File: src/rtl/sar_logic_tscs_10bit.sv
// 10-bit two-step (coarse/fine split capacitor) SAR controller with differential switch arrays.
// Latency: eoc is high in the cycle after edge N+23 when cnvst is sampled at edge N. No backpressure: cnvst is sampled only in IDLE.
module sar_logic_tscs_10bit (
  input  logic        clk,
  input  logic        rst,
  input  logic        cnvst,
  input  logic        cmp_out,
  output logic [9:0]  sar,
  output logic        eoc,
  output logic        cmp_clk,
  output logic        s_clk,
  output logic [12:0] fine_sca1_top,
  output logic [12:0] fine_sca1_btm,
  output logic [12:0] fine_sca2_top,
  output logic [12:0] fine_sca2_btm,
  output logic        fine_switch_S,
  output logic        fine_switch_drain,
  output logic        s_clk_not,
  output logic [12:0] fine_sca1_top_not,
  output logic [12:0] fine_sca1_btm_not,
  output logic [12:0] fine_sca2_top_not,
  output logic [12:0] fine_sca2_btm_not,
  output logic        fine_switch_S_not,
  output logic        fine_switch_drain_not
);

  localparam logic [2:0] ST_IDLE   = 3'd0;
  localparam logic [2:0] ST_SAMPLE = 3'd1;
  localparam logic [2:0] ST_COARSE = 3'd2;
  localparam logic [2:0] ST_DRAIN  = 3'd3;
  localparam logic [2:0] ST_FINE   = 3'd4;
  localparam logic [2:0] ST_DONE   = 3'd5;

  logic [2:0]  state;
  logic [3:0]  bit_idx;
  logic        phase_b;
  logic        smp_cnt;
  logic [9:0]  sar_mask;
  logic [12:0] cap_mask;

  // Capacitor index k = bit + 3; indices 2..0 are dummies and never selected.
  assign sar_mask = 10'd1 << bit_idx;
  assign cap_mask = 13'd1 << (bit_idx + 4'd3);

  always_ff @(posedge clk) begin
    if (!rst) begin
      state             <= ST_IDLE;
      bit_idx           <= 4'd0;
      phase_b           <= 1'b0;
      smp_cnt           <= 1'b0;
      sar               <= 10'd0;
      eoc               <= 1'b0;
      cmp_clk           <= 1'b0;
      s_clk             <= 1'b0;
      fine_sca1_top     <= 13'd0;
      fine_sca1_btm     <= 13'd0;
      fine_sca2_top     <= 13'd0;
      fine_sca2_btm     <= 13'd0;
      fine_switch_S     <= 1'b0;
      fine_switch_drain <= 1'b0;
    end else begin
      case (state)
        ST_IDLE: begin
          eoc               <= 1'b0;
          cmp_clk           <= 1'b0;
          s_clk             <= 1'b0;
          fine_switch_S     <= 1'b0;
          fine_switch_drain <= 1'b0;
          if (cnvst) begin
            state         <= ST_SAMPLE;
            smp_cnt       <= 1'b0;
            s_clk         <= 1'b1;
            fine_switch_S <= 1'b1;
            sar           <= 10'd0;
            fine_sca1_top <= 13'd0;
            fine_sca1_btm <= 13'd0;
            fine_sca2_top <= 13'd0;
            fine_sca2_btm <= 13'd0;
          end
        end
        ST_SAMPLE: begin
          if (!smp_cnt) begin
            smp_cnt <= 1'b1;
          end else begin
            state   <= ST_COARSE;
            bit_idx <= 4'd9;
            phase_b <= 1'b0;
            cmp_clk <= 1'b1;
            s_clk   <= 1'b0;
          end
        end
        ST_COARSE, ST_FINE: begin
          if (!phase_b) begin
            phase_b <= 1'b1;
            cmp_clk <= 1'b0;
          end else begin
            // End of cycle B: commit the decision and switch the matching capacitor pair.
            if (cmp_out) begin
              sar           <= sar | sar_mask;
              fine_sca1_btm <= fine_sca1_btm | cap_mask;
              fine_sca2_top <= fine_sca2_top | cap_mask;
            end else begin
              sar           <= sar & ~sar_mask;
              fine_sca1_top <= fine_sca1_top | cap_mask;
              fine_sca2_btm <= fine_sca2_btm | cap_mask;
            end
            if (state == ST_COARSE && bit_idx == 4'd5) begin
              state             <= ST_DRAIN;
              fine_switch_drain <= 1'b1;
              fine_switch_S     <= 1'b0;
            end else if (state == ST_FINE && bit_idx == 4'd0) begin
              state <= ST_DONE;
              eoc   <= 1'b1;
            end else begin
              bit_idx <= bit_idx - 4'd1;
              phase_b <= 1'b0;
              cmp_clk <= 1'b1;
            end
          end
        end
        ST_DRAIN: begin
          state             <= ST_FINE;
          bit_idx           <= 4'd4;
          phase_b           <= 1'b0;
          fine_switch_drain <= 1'b0;
          cmp_clk           <= 1'b1;
        end
        ST_DONE: begin
          state <= ST_IDLE;
          eoc   <= 1'b0;
        end
        default: state <= ST_IDLE;
      endcase
    end
  end

  assign s_clk_not             = ~s_clk;
  assign fine_sca1_top_not     = ~fine_sca1_top;
  assign fine_sca1_btm_not     = ~fine_sca1_btm;
  assign fine_sca2_top_not     = ~fine_sca2_top;
  assign fine_sca2_btm_not     = ~fine_sca2_btm;
  assign fine_switch_S_not     = ~fine_switch_S;
  assign fine_switch_drain_not = ~fine_switch_drain;

endmodule

File: config.mk
export PLATFORM = sky130hd
export DESIGN_NAME = sar_logic_tscs_10bit
export DESIGN_NICKNAME = d
export VERILOG_FILES = /design/src/rtl/sar_logic_tscs_10bit.sv
export SDC_FILE = /design/constraint.sdc
export NUM_CORES = 1
export LEC_CHECK = 0
export CELL_PAD_IN_SITES_DETAIL_PLACEMENT = 0
export CELL_PAD_IN_SITES_GLOBAL_PLACEMENT = 2
export CORE_ASPECT_RATIO = 1.75
export CORE_MARGIN = 4
export CORE_UTILIZATION = 25
export CTS_CLUSTER_SIZE = 24
export DETAILED_ROUTE_END_ITERATION = 8
export PLACE_DENSITY_LB_ADDON = 0.1
export SLEW_MARGIN = 10
export SYNTH_ARGS = -nofsm -noshare
export SYNTH_HDL_FRONTEND = slang
export SYNTH_SLANG_ARGS = --single-unit
File: constraint.sdc
create_clock -name clk -period 3.3 [get_ports clk]
set_input_delay 0.33 -clock clk [delete_from_list [all_inputs] [get_ports clk]]
set_output_delay 0.33 -clock clk [all_outputs]
set_load 0.1 [all_outputs]
==> results summary <==
The detailed router finished its first iteration with 112 violations. The final wirelength is 11.24 mm. The count of unresolved DRC violations after routing is 0.

Dividing total power by cell area gives a power density of 448.4 nW/um2. The complex-gate fraction of the synthesized area is 31.55%. STA puts the critical path data required time at 3570 ps. In this run the number of H-tree levels came out at 3. The root buffer cell is sky130_fd_sc_hd__clkbuf_16. The initialized floorplan defines 56 standard-cell rows. The initial antenna violation count came out at 0. In this run, synthesis inferred 0 flip-flops with an integrated enable. The total number of vias came out at 3213.

The filler cells instantiated in the layout total 1415. The later-pin clock latency in the skew report came out at 340 ps. The number of routed nets with antenna violations came out at 0. The height of the die came out at 163.8 um.

After technology mapping, the gate count stands at 391. The share of synthesized cell area in and, or, nand and nor gates came out at 10.36%. The post-CTS setup buffer count came out at 0. The HPWL after detailed placement is 8.570 mm. The part of the cycle the worst path needs came out at 72.03%. Grouping stages by cell kind, the critical path spends the most delay in compound AO/OA/AOI/OAI gates. The largest area contributor in the netlist is sky130_fd_sc_hd__dfxtp_1. The post-cts sizing count came out at 0. At the end of routability-driven placement, the weighted congestion stood at 0.8178. The unique cell type count in the Yosys netlist came out at 58. The maximum clock rate came out at 420.7 MHz.

The number of global-route vias before repair is 3198. After floorplanning, the core was sized to cover 13520 um2. The post-route worst hold slack is 467.0 ps.

After synthesis, flip-flops and latches occupy 43.90% of the total area. After synthesis, the largest area contributor takes up 43.90% of total cell area. The delay of the slowest cell on the worst path came out at 550 ps. The area growth from synthesis to final layout came out at 46.79%. After synthesis, the largest family of logic cells by area is compound AO/OA/AOI/OAI gates.

The initial core utilization came out at 25.63%. The worst ir drop on vdd came out at 0.2402 mV. In the routed layout, each cell is associated on average with a via count of 4.697. STA puts the critical path data arrival time at 2650 ps. For this run, asynchronously set or reset flops after synthesis account for 0%. The clock tree from TritonCTS is done. The startpoint identified for the worst register-to-register timing path is bit_idx[0]. The synthesis-stage register bit count is 76. The share of layout cells above drive strength 1 came out at 8.039%.

The clock slew at the register clock pins of the worst setup and hold paths is 60 ps. By area the synthesized netlist is led by sky130_fd_sc_hd__dfxtp_1, sky130_fd_sc_hd__inv_1, sky130_fd_sc_hd__a21oi_1. The synthesized netlist devotes 1.805% of its cell area to adder and majority cells. The critical path capture point type is a register. Summing the areas of all xor and xnor instances in the mapped netlist gives 1.300% of the synthesized area. For this run, the number of Yosys warnings is 0.

Setup repair after global routing left no endpoint under its margin. The number of failing hold endpoints at the final stage is 0. CTS saw 76 sinks.

In this run the worst hold path is classified as reg2reg. The number of optimization iterations in the first detailed-route pass is 4. The number of nets in the synthesized netlist is 400.

The maximum net fanout on the critical path is 9. The critical path goes through inv_1 -> ha_1 -> or4b_1 -> a21oi_2 -> o211ai_1 -> a21oi_1. The final-report max-slew violation count was 0. The portion of synthesized area spent on multiplexers is 0.2888%. The post-layout minimum cycle time is 2377 ps. The worst setup path is launched from a register. The static leakage power is 1.699 nW. The most used flip-flop cell after synthesis is sky130_fd_sc_hd__dfxtp_1. The total CTS buffers came out at 9. The final routed wire length divided by cell count is 16.43 um. In this run the deepest clock path goes through 2 buffers.

The synthesized area per cell came out at 8.864 um2. The max-capacitance violation count is 0. The slowest stage cell on the critical path is sky130_fd_sc_hd__or4b_1. The slew at the pin with the worst max-slew slack came out at 1111 ps. The worst hold path begins at sar[9]. The sum of buffers and inverters on the critical path came out at 1. Setup violations remaining at the end of the flow were counted as 0. The synthesized cell area came out at 3466 um2. The setup path with the least slack is of type reg2reg.

The final net count is 515. The die is 97.01 um wide. The most critical setup path has its startpoint at bit_idx[0]. 0 antenna diodes ended up in the layout. The die footprint came out at 15890 um2.

Buffers placed on the I/O ports in this run total 125. The sum of negative setup slack is 0 ps. The clock skew is 6.954 ps.

The first global-routing pass estimated 17.57 mm of wire. The tightest slew margin relative to the limit is 25.82%. For this run, the total global-route usage over all layers was measured as 14.02%. 126 I/O pins were placed. The largest net degree at the start of global routing came out at 37. The sum of overflow across all layers after global routing came out at 0.

In this run, post-CTS hold repair placed 0 buffers. The flow ran to the end, and the final reports show no timing, DRC or antenna violations.
==> path summary, 6_finish.rpt <==
kind,endpoint,slack (ps),cells past startpoint
setup / recovery,fine_sca2_btm[0],920,6
hold / removal,sar[9],470,2
hold reg to reg,sar[9],470,2
setup reg to reg,fine_sca2_btm[0],920,6
==> worst min-delay path, delay by kind of cell (launching register included) <==
kind | cells | cell delay, ps
AOI/OAI and AO/OA | 1 | 60
and+or+nand+nor | 1 | 60
DFF | 1 | 310
==> synth_stat cells (2+ instances only) <==
| master | count |
|---|---|
| sky130_fd_sc_hd__dfxtp_1 | 76 |
| sky130_fd_sc_hd__inv_1 | 63 |
| sky130_fd_sc_hd__a21oi_1 | 46 |
| sky130_fd_sc_hd__nand2_1 | 25 |
| sky130_fd_sc_hd__o211ai_1 | 20 |
| sky130_fd_sc_hd__o21a_1 | 20 |
| sky130_fd_sc_hd__o21ai_0 | 14 |
| sky130_fd_sc_hd__clkbuf_1 | 10 |
| sky130_fd_sc_hd__a211o_1 | 9 |
| sky130_fd_sc_hd__a211oi_2 | 8 |
| sky130_fd_sc_hd__a32o_1 | 8 |
| sky130_fd_sc_hd__buf_2 | 8 |
| sky130_fd_sc_hd__nor2_1 | 7 |
| sky130_fd_sc_hd__a211oi_1 | 5 |
| sky130_fd_sc_hd__ha_1 | 5 |
| sky130_fd_sc_hd__nor2b_1 | 5 |
| sky130_fd_sc_hd__nor3_1 | 5 |
| sky130_fd_sc_hd__nand2b_1 | 4 |
| sky130_fd_sc_hd__nand3_1 | 4 |
| sky130_fd_sc_hd__o22ai_1 | 4 |
| sky130_fd_sc_hd__buf_6 | 3 |
| sky130_fd_sc_hd__a22oi_1 | 2 |
| sky130_fd_sc_hd__buf_1 | 2 |
| sky130_fd_sc_hd__nand4b_1 | 2 |
| sky130_fd_sc_hd__or2_2 | 2 |
| sky130_fd_sc_hd__xor2_1 | 2 |
==> layout by cell type (no fill, tap or decap), drive strengths merged, types with 3 or more instances in the layout <==
cell type      count
buf                4
a21oi             47
nand2             26
o211ai            20
clkinvlp           3
dfxtp             76
nor2b              5
o21ai             15
o21a              21
clkdlybuf4s50    124
nand3              4
ha                 5
a211o              9
a211oi            13
clkbuf             9
nor3               5
nand2b             4
a32o               8
inv               64
nor2               7
clkinv             3
o22ai              4
==> cells by family after synthesis <==
family	Yosys count
flops	76
fa+ha+maj	5
mux	1
simple gates	67
compound gates	151
buf+inv	88
xor+xnor	3
==> final cells by class <==
class	count	area, um2	area share [%]
clock buffers	9	225.2	4.427
inverters	64	240.2	4.722
clock inverters	6	41.29	0.8116
multi-input cells	227	1570	30.87
flip-flops and latches	76	1521	29.91
well taps	174	217.7	4.279
repair buffers	128	1271	24.99
==> per-layer routing <==
metal	part of all wire (%)	global-route usage (%)	up-vias	wire length, um
met5	0	0	-	0
met4	1.3	5.367	0	141
met3	5.5	3.612	14	620
met2	54	26.19	107	6079
met1	39	15.00	1496	4396
li1	-	-	1596	-
==> registers in the layout, indices dropped and copies added (netlist names) <==
name               flops
fine_sca1_btm         13
fine_sca1_top         13
fine_sca2_btm         13
fine_sca2_top         13
sar                   10
bit_idx                4
state                  3
cmp_clk                1
eoc                    1
fine_switch_S          1
fine_switch_drain      1
phase_b                1
s_clk                  1
smp_cnt                1
==> power breakdown <==
part	switching (W)	total [W]	internal (W)
clock	0.000389	0.000893	0.000504
sequential	0.0000385	0.000975	0.000937
combinational	0.000308	0.000412	0.000105
total	0.000735	0.00228	0.00155
==> stage by stage <==
step / power (W) / instance area [um2] / std cells / utilization (%) / setup WS (ps)
floorplan: 0.001315 / 3466 / 391 / - / 1311
global placement: 0.001410 / 4821 / 669 / 35.65 / 979.8
detailed placement: 0.001411 / 4821 / 669 / 35.65 / 906.1
CTS: 0.002324 / 5087 / 684 / 37.62 / 890.4
global route: 0.002393 / 5087 / 684 / 37.62 / 690.8
finish: 0.002281 / 5087 / 684 / 37.62 / 923.1
Power figures use the tool's default switching activity.
